<file path="config.mk">
export PLATFORM = sky130hd
export DESIGN_NAME = operand_stack_flat
export DESIGN_NICKNAME = d
export VERILOG_FILES = /design/src/rtl/operand_stack_pkg.sv /design/src/rtl/operand_stack_if.sv /design/src/rtl/operand_stack_regfile.sv /design/src/rtl/operand_stack.sv /design/src/flat_wrapper.sv
export SDC_FILE = /design/constraint.sdc
export NUM_CORES = 1
export LEC_CHECK = 0
export BUFFER_PORTS_ARGS = -buffer_cell sky130_fd_sc_hd__buf_2
export CORE_MARGIN = 2
export CORE_UTILIZATION = 55
export CTS_CLUSTER_DIAMETER = 80
export CTS_CLUSTER_SIZE = 20
export DETAILED_ROUTE_END_ITERATION = 10
export GPL_TIMING_DRIVEN = 0
export PLACE_DENSITY_LB_ADDON = 0.05
export SETUP_SLACK_MARGIN = 0.1
export SLEW_MARGIN = 10
export SYNTH_ARGS = -nofsm -noshare
export SYNTH_HDL_FRONTEND = slang
export SYNTH_SLANG_ARGS = --single-unit
export TNS_END_PERCENT = 5
</file>
<file path="constraint.sdc">
create_clock -name CLK -period 10.3 [get_ports CLK]
set_clock_uncertainty 0.1 [all_clocks]
set_input_delay 3.09 -clock CLK [delete_from_list [all_inputs] [get_ports CLK]]
set_output_delay 3.09 -clock CLK [all_outputs]
set_load 0.03 [all_outputs]
</file>
<file path="src/rtl/operand_stack_pkg.sv">
// Shared stack sizing and the opcodes that touch the operand stack.
// Imported by the stack, its register file and its interface.
package stack_defs;

  localparam int DATA_WIDTH = 16;
  localparam int DEPTH      = 16;
  localparam int PTR_WIDTH  = $clog2(DEPTH);

  typedef logic [DATA_WIDTH-1:0] word_t;
  typedef logic [PTR_WIDTH-1:0]  ptr_t;
  typedef logic [PTR_WIDTH:0]    cnt_t;

  // getin is a full instruction word; the rest are 4-bit opcodes
  localparam logic [15:0] INSTR_GETIN = 16'h0004;
  localparam logic [3:0]  OP_POP      = 4'h5;
  localparam logic [3:0]  OP_PUSH     = 4'h6;
  localparam logic [3:0]  OP_PUSHI    = 4'h7;
  localparam logic [3:0]  OP_LUI      = 4'h8;

endpackage

</file>
<file path="src/rtl/operand_stack_if.sv">
// Request strobes and status of the operand stack.
// master drives requests, slave is the stack.
interface operand_stack_if;
  import stack_defs::*;

  logic  push;
  logic  pop;
  word_t pushData;
  logic  clearErr;
  word_t top;
  word_t next;
  cnt_t  count;
  logic  empty;
  logic  full;
  logic  overflow;
  logic  underflow;

  modport master (
    output push, pop, pushData, clearErr,
    input  top, next, count, empty, full,
    input  overflow, underflow
  );

  modport slave (
    input  push, pop, pushData, clearErr,
    output top, next, count, empty, full,
    output overflow, underflow
  );

endinterface

</file>
<file path="src/rtl/operand_stack_regfile.sv">
// Stack entry array: one synchronous write port, two async reads.
// Contents are deliberately not reset; the stack masks by count.
module stack_regfile
  import stack_defs::*;
(
  input  logic  CLK,
  input  logic  wrEn,
  input  ptr_t  wrIdx,
  input  word_t wrData,
  input  ptr_t  topIdx,
  input  ptr_t  nextIdx,
  output word_t topData,
  output word_t nextData
);

  word_t mem [DEPTH];

  always_ff @(posedge CLK) begin
    if (wrEn) begin
      mem[wrIdx] <= wrData;
    end
  end

  assign topData  = mem[topIdx];
  assign nextData = mem[nextIdx];

endmodule

</file>
<file path="src/rtl/operand_stack.sv">
// Operand stack: count/pointer logic, full/empty guards and
// sticky error flags around the stack_regfile entry array.
module operand_stack
  import stack_defs::*;
(
  input  logic            CLK,
  input  logic            reset,
  operand_stack_if.slave  bus
);

  localparam cnt_t CNT_ONE  = cnt_t'(1);
  localparam cnt_t CNT_TWO  = cnt_t'(2);
  localparam cnt_t CNT_FULL = cnt_t'(DEPTH);
  localparam ptr_t PTR_ONE  = ptr_t'(1);
  localparam ptr_t PTR_TWO  = ptr_t'(2);

  cnt_t  countQ, countD;
  logic  ovfQ, ovfD;
  logic  unfQ, unfD;
  logic  ovfSet, unfSet;
  logic  wrEn;
  ptr_t  wrIdx;
  ptr_t  freeIdx, topIdx, nextIdx;
  word_t topData, nextData;
  logic  isEmpty, isFull;

  assign isEmpty = (countQ == '0);
  assign isFull  = (countQ == CNT_FULL);

  // Low bits of count wrap to 0 when full, so top is DEPTH-1
  assign freeIdx = countQ[PTR_WIDTH-1:0];
  assign topIdx  = freeIdx - PTR_ONE;
  assign nextIdx = freeIdx - PTR_TWO;

  always_comb begin
    countD = countQ;
    wrEn   = 1'b0;
    wrIdx  = freeIdx;
    ovfSet = 1'b0;
    unfSet = 1'b0;
    unique case (1'b1)
      (bus.push && !bus.pop): begin
        if (isFull) begin
          ovfSet = 1'b1;
        end else begin
          wrEn   = 1'b1;
          countD = countQ + CNT_ONE;
        end
      end
      (!bus.push && bus.pop): begin
        if (isEmpty) begin
          unfSet = 1'b1;
        end else begin
          countD = countQ - CNT_ONE;
        end
      end
      (bus.push && bus.pop): begin
        wrEn = 1'b1;
        if (isEmpty) begin
          countD = CNT_ONE;
          unfSet = 1'b1;
        end else begin
          wrIdx = topIdx;
        end
      end
      default: begin
        countD = countQ;
      end
    endcase
  end

  // A fresh error on the clearing edge keeps its flag set
  assign ovfD = ovfSet | (ovfQ & ~bus.clearErr);
  assign unfD = unfSet | (unfQ & ~bus.clearErr);

  always_ff @(posedge CLK or posedge reset) begin
    if (reset) begin
      countQ <= '0;
      ovfQ   <= 1'b0;
      unfQ   <= 1'b0;
    end else begin
      countQ <= countD;
      ovfQ   <= ovfD;
      unfQ   <= unfD;
    end
  end

  stack_regfile u_regfile (
    .CLK      (CLK),
    .wrEn     (wrEn && !reset),
    .wrIdx    (wrIdx),
    .wrData   (bus.pushData),
    .topIdx   (topIdx),
    .nextIdx  (nextIdx),
    .topData  (topData),
    .nextData (nextData)
  );

  assign bus.top       = isEmpty ? '0 : topData;
  assign bus.next      = (countQ < CNT_TWO) ? '0 : nextData;
  assign bus.count     = countQ;
  assign bus.empty     = isEmpty;
  assign bus.full      = isFull;
  assign bus.overflow  = ovfQ;
  assign bus.underflow = unfQ;

endmodule
</file>
<file path="src/flat_wrapper.sv">
// flat-port wrapper written by rule: the top's interface ports become plain ports
module operand_stack_flat import stack_defs::*;
  (CLK, reset, bus_push, bus_pop, bus_pushData, bus_clearErr, bus_top, bus_next, bus_count, bus_empty, bus_full, bus_overflow, bus_underflow);
  operand_stack_if bus_i ();
  input  logic CLK;
  input  logic reset;
  input wire logic [$bits(bus_i.push)-1:0] bus_push;
  input wire logic [$bits(bus_i.pop)-1:0] bus_pop;
  input wire logic [$bits(bus_i.pushData)-1:0] bus_pushData;
  input wire logic [$bits(bus_i.clearErr)-1:0] bus_clearErr;
  output wire logic [$bits(bus_i.top)-1:0] bus_top;
  output wire logic [$bits(bus_i.next)-1:0] bus_next;
  output wire logic [$bits(bus_i.count)-1:0] bus_count;
  output wire logic [$bits(bus_i.empty)-1:0] bus_empty;
  output wire logic [$bits(bus_i.full)-1:0] bus_full;
  output wire logic [$bits(bus_i.overflow)-1:0] bus_overflow;
  output wire logic [$bits(bus_i.underflow)-1:0] bus_underflow;
  assign bus_i.push = bus_push;
  assign bus_i.pop = bus_pop;
  assign bus_i.pushData = bus_pushData;
  assign bus_i.clearErr = bus_clearErr;
  assign bus_top = bus_i.top;
  assign bus_next = bus_i.next;
  assign bus_count = bus_i.count;
  assign bus_empty = bus_i.empty;
  assign bus_full = bus_i.full;
  assign bus_overflow = bus_i.overflow;
  assign bus_underflow = bus_i.underflow;
  operand_stack u_core (.CLK(CLK), .reset(reset), .bus(bus_i));
endmodule
</file>
## Word level (Yosys, flattened, before mapping)

Memory sizes are Yosys's and may differ from the RTL's.
Index checks and enable logic that the tools add are counted.

| cells by class | value |
|---|---|
| $add $sub $neg | 4 |
| multipliers | 0 |
| div/mod/pow operators | 0 |
| $lt $le $gt $ge | 1 |
| equal/unequal tests | 4 |
| shift-type cells | 0 |
| multiplexer cells | 16 |
| bitwise gates (word level) | 5 |
| reductions and logical operators | 11 |

Operators with widths:

| cell | number |
|---|---|
| $mux W16 | 2 |
| $mux W5 | 3 |
| $pmux W5 S3 | 1 |
| $mux W4 | 2 |
| $mux W1 | 7 |
| $add A5 B1 Y5 const B | 1 |
| $eq A5 B5 Y1 const B | 1 |
| $logic_not A5 Y1 | 1 |
| $lt A5 B2 Y1 const B | 1 |
| $sub A5 B1 Y5 const B | 1 |
| $logic_and A1 B1 Y1 | 4 |
| $ne A2 B2 Y1 const B | 2 |
| $reduce_and A4 Y1 | 1 |
| $sub A4 B1 Y4 const B | 1 |
| $sub A4 B2 Y4 const B | 1 |
| $logic_not A1 Y1 | 3 |
| $reduce_bool A3 Y1 | 1 |
| $and A1 B1 Y1 | 2 |
| $ne A2 B1 Y1 const B | 1 |
| $or A1 B1 Y1 | 2 |
| $pmux W1 S2 | 1 |
| $reduce_or A2 Y1 | 1 |
| $not A1 Y1 | 1 |

| word-level totals | value |
|---|---|
| bits in registers | 7 |
| bits in latches | 0 |
| RAM bits | 256 |
| ROM bits | 0 |
| bits of input ports | 21 |
| output and inout port bits | 41 |
| logic and storage cells | 45 |
| memories | 1 |

Memories:

| memory | depth | width | rd ports | clocked after Yosys merged registers in | write ports | RTL line | source |
|---|---|---|---|---|---|---|---|
| u_core.u_regfile.mem | 16 | 16 | 2 | 0 | 1 | operand_stack_regfile.sv:16 | `word_t mem [DEPTH];` |

## Longest topological paths before layout

| depth | value |
|---|---|
| depth after elaboration | 6 |
| gate-level depth with buffers | 12 |
| gate-level depth less buffers | 7 |

## Hierarchy

From an unflattened synthesis, not the netlist that was laid out.

| unflattened totals | value |
|---|---|
| cell total of the unflattened synthesis | 688 |
| area, all modules | 12741.0 um^2 |

Modules (own cells, without submodules):

| module | instances | cells each | area each (um^2) | seq. area each (um^2) |
|---|---|---|---|---|
| stack_regfile | 1 | 553 | 11728.7 | 7687.4 |
| operand_stack | 1 | 135 | 1012.2 | 175.2 |

## Worst setup path before layout

No wires, ideal clock.

| timing | value |
|---|---|
| path type | reg2out |
| start | register u_core.countQ[1] (netlist: u_core.bus.count[1]) |
| end | output port bus_top[0] |
| arrival time | 3.407 ns |
| required time | 7.110 ns |
| setup slack | 3.703 ns |
| cell stages (with the launch flop) | 11 |
| path buffers | 5 |
| path through | dfrtp_1 -> clkbuf_1 -> inv_2 -> buf_1 -> ha_1 -> clkbuf_1 -> clkbuf_1 -> clkbuf_1 -> mux4_2 -> mux2i_1 -> o22ai_1 |

| on the way | value |
|---|---|
| word-level cells in the longest chain between the ends | 3 |
| elaborated cells on any way between the ends | 4 |
| classes of those cells | add/sub: 1; mux: 1; reduce/logical: 1; memory: 1 |

RTL lines:

| element | RTL line | source |
|---|---|---|
| start: declaration | operand_stack.sv:17 | `cnt_t countQ, countD;` |
| start signal: assignment | operand_stack.sv:82 | `countQ <= countD;` |
| $sub A4 B1 Y4 | operand_stack.sv:32 | `assign topIdx = freeIdx - PTR_ONE;` |
| $mem_v2 Z16 W16 | -- |  |
| $mux W16 (*) | operand_stack.sv:99 | `assign bus.top = isEmpty ? '0 : topData;` |
| end: declaration | flat_wrapper.sv:11 | `output wire logic [$bits(bus_i.top)-1:0] bus_top;` |

Every way passes the cells marked *; elsewhere a longest branch is shown, timed or not.

## Worst setup path after layout

| timing | value |
|---|---|
| start | register u_core.countQ[1] (netlist: u_core.bus.count[1]) |
| end | output port bus_next[13] |

| on the way | value |
|---|---|
| word-level cells in the longest chain between the ends | 3 |
| elaborated cells on any way between the ends | 4 |
| classes of those cells | add/sub: 1; order compare: 1; mux: 1; memory: 1 |

RTL lines:

| element | RTL line | source |
|---|---|---|
| $sub A4 B2 Y4 | operand_stack.sv:33 | `assign nextIdx = freeIdx - PTR_TWO;` |
| $mem_v2 Z16 W16 | -- |  |
| $mux W16 (*) | operand_stack.sv:100 | `assign bus.next = (countQ < CNT_TWO) ? '0 : nextData;` |
| end: declaration | flat_wrapper.sv:12 | `output wire logic [$bits(bus_i.next)-1:0] bus_next;` |

Marks and branches as above.

==> impl_metrics.yaml <==
outcome:
  run_status: "finished clean"
finish:
  final_layout_size_suffix_gt1_frac: 0.376
  area_growth_pct: 11.9
  nNetsFinal: 750
  antenna-diode-count: 0
timing:
  worst_slew_pin_slew_ns: 1.32
  timing.setup.tns_ns: 0
  worst_slew_margin_rel: 0.121
  achievable-frequency_mhz: 113
  timing.final.max_slew_violations: 0
  period_needed_ns: 8.85
  post-route-period-util: 0.859
  hold_violations: 0
  setup_slack_ns: 1.45
  report.final.setup_viol: 0
  fin_hold_ws_ns: 0.460
  rsz0062_at_grt: "no"
grt:
  gr-total-overflow: 0
  number_of_antenna_violations_at_the_first_check_in_global_routing: 0
  grt_usage: 0.290
  via_count_of_the_first_global_routing_pass: 7331
  largest_net_degree_at_the_start_of_global_routing: 21
  grt_first_pass_wirelength_um: 48800
yosys:
  synth_nets: 663
  synth_area_leader_cell: "sky130_fd_sc_hd__edfxtp_1"
  post_synth.cell_area_avg_um2: 19.8
  synth_enable_flop_cells: 256
  synth.yosys.warnings: 0
  ys_seq_elements: 263
  seq_area_frac_synth: 0.627
  synthCells: 634
  synth.distinct_cells: 51
  ys_top_cells_by_area: "sky130_fd_sc_hd__edfxtp_1, sky130_fd_sc_hd__mux4_2, sky130_fd_sc_hd__mux2i_1, sky130_fd_sc_hd__o22ai_1, sky130_fd_sc_hd__dfrtp_1"
  synthTopCellsByCount: "sky130_fd_sc_hd__edfxtp_1, sky130_fd_sc_hd__mux4_2, sky130_fd_sc_hd__mux2i_1"
  yosys_most_used_dff: "sky130_fd_sc_hd__edfxtp_1"
  cell_with_the_most_instances_after_synthesis: "sky130_fd_sc_hd__edfxtp_1"
  syn-cell-area_um2: 12500
  synth_top_area_share: 0.613
  synth_async_sr_flop_share: 0.0266
floorplan:
  die_ar_um2: 24000
  die_width_um: 155
  initial_utilization: 0.557
  vertical_extent_of_the_die_um: 155
  fp-row-count: 55
  core_area_um2: 22500
  floorplan.io_pins: 62
cts:
  setup_fix_buffers_added_after_clock_tree_synthesis: 0
  cts.path.max_buffers: 3
  resized_after_cts: 0
  cts.htree.levels: 1
  clk-insertion-delay-late_ns: 0.49
  worst_setup_hold_path_clk_slew_ns: 0.08
  clock_sinks: 263
  tritoncts.num_buffers: 17
  tritoncts: "yes"
  clk_root_buf: "sky130_fd_sc_hd__clkbuf_16"
  cts.hold.buffers_added: 0
placement:
  routabilityCongestion: 0.893
  dp_slack_ns: 2.01
  detailedPlacementHpwl_um: 22100
  port_buffers: 61
detailed_routing:
  post_detailed_route_drc_marker_count: 0
  postRouteWirelength_um: 34100
  detail_route_antenna_nets: 0
  drt_pre_antenna_iters: 5
  num_vias: 7149
  vias_per_cell: 7.09
  drt_iter0_drc: 735
  avgRoutedWirePerCell_um: 33.8
critical_path:
  worst_r2r_path_depth: 9
  reg2reg_to: "u_core.u_regfile.mem[8][2]"
  critical_path.reg2reg.startpoint: "u_core.bus.count[1]"
  worstSetupEndpointType: "output port"
  critPathLaunchType: "flip-flop"
  r2r_setup_slack_ns: 4.66
  data_required_time_of_the_worst_path_ns: 7.11
  critPathMaxFanout: 14
  crit_type: "reg2out"
  worstPathArrival_ns: 5.66
  startpoint: "u_core.bus.count[1]"
min_path:
  holdPathEnd: "u_core.bus.overflow"
  kind_of_path_behind_the_tightest_hold_check: "reg2reg"
  holdPathStages: 2
  hold_start: "u_core.bus.overflow"
run:
  max_cap_violations: 0
-- kinds of logic after synthesis --
family                   count (synthesis)  synth area share
flip-flops                             263             0.627
multiplexers                           197             0.287
AO/OA/AOI/OAI                           75            0.0365
buffers and inverters                   55            0.0217
AND/OR/NAND/NOR                         33            0.0166
adder cells (fa/ha/maj)                  8           0.00859
XOR/XNOR                                 3           0.00270
-- worst max path at each step --
stage / to / slack, ns
floorplan: bus_top[0] / 3.70
global placement: bus_next[13] / 2.12
detailed placement: bus_next[13] / 2.01
CTS: bus_next[13] / 1.48
global route: bus_top[11] / 1.40
finish: bus_next[13] / 1.45
-- layout by cell type, fill, tap and decap left out, types with 3 or more instances in the layout --
master                      instances
sky130_fd_sc_hd__a211oi_1           4
sky130_fd_sc_hd__a21oi_1            4
sky130_fd_sc_hd__a21oi_4           16
sky130_fd_sc_hd__buf_1              5
sky130_fd_sc_hd__buf_16             7
sky130_fd_sc_hd__buf_2             76
sky130_fd_sc_hd__buf_4              3
sky130_fd_sc_hd__buf_6              3
sky130_fd_sc_hd__clkbuf_1          17
sky130_fd_sc_hd__clkbuf_16         17
sky130_fd_sc_hd__dfrtp_1            7
sky130_fd_sc_hd__edfxtp_1         256
sky130_fd_sc_hd__ha_1               7
sky130_fd_sc_hd__inv_1              8
sky130_fd_sc_hd__mux2i_1           66
sky130_fd_sc_hd__mux4_2           129
sky130_fd_sc_hd__nand2_1            7
sky130_fd_sc_hd__nor2_1             7
sky130_fd_sc_hd__nor4_1             3
sky130_fd_sc_hd__o21ai_0            4
sky130_fd_sc_hd__o21ai_1            4
sky130_fd_sc_hd__o22ai_1           32
-- cell type report --
type                            count  area [µm²]
Clock buffer                       17         425
Timing Repair Buffer               68         498
Sequential cell                   263        7860
Multi-Input combinational cell    316        4580
Tap cell                          285         357
Fill cell                        1563        8480
Buffer                             45         224
Clock inverter                      4        31.3
Inverter                           10        50.0
-- per-stage QoR --
step / util / area, µm² / cells
2_1_floorplan: - / 12500 / 634
3_3_place_gp: 0.586 / 13200 / 980
3_5_place_dp: 0.603 / 13600 / 987
4_1_cts: 0.623 / 14000 / 1008
5_1_grt: 0.623 / 14000 / 1008
6_report: 0.623 / 14000 / 1008
-- worst max-delay path: stages, from the launching register on --
cell and delay (ns):
sky130_fd_sc_hd__dfrtp_1 0.40, sky130_fd_sc_hd__clkbuf_1 0.33, sky130_fd_sc_hd__inv_2 0.42, sky130_fd_sc_hd__buf_1 1.01, sky130_fd_sc_hd__ha_1 0.38, sky130_fd_sc_hd__buf_1 0.68, sky130_fd_sc_hd__buf_1 0.84, sky130_fd_sc_hd__mux4_2 0.38
sky130_fd_sc_hd__mux2i_1 0.10, sky130_fd_sc_hd__o22ai_1 0.33, sky130_fd_sc_hd__buf_2 0.26
-- state kept, by name, indices dropped and copies added (netlist names) --
| register | flops |
|---|---|
| u_core.u_regfile.mem | 256 |
| u_core.bus.underflow | 1 |
| u_core.bus.overflow | 1 |
| u_core.bus.count | 5 |
-- metal layers --
metal	vias to the layer above	track usage	wire length (µm)
met5	-	0	0
met4	0	0.105	1350
met3	89	0.0471	2770
met2	394	0.479	16800
met1	3760	0.397	13100
li1	2906	-	-
Power is not shown: default switching activity piles up to over one toggle a cycle in this logic, so the estimate is an artifact.
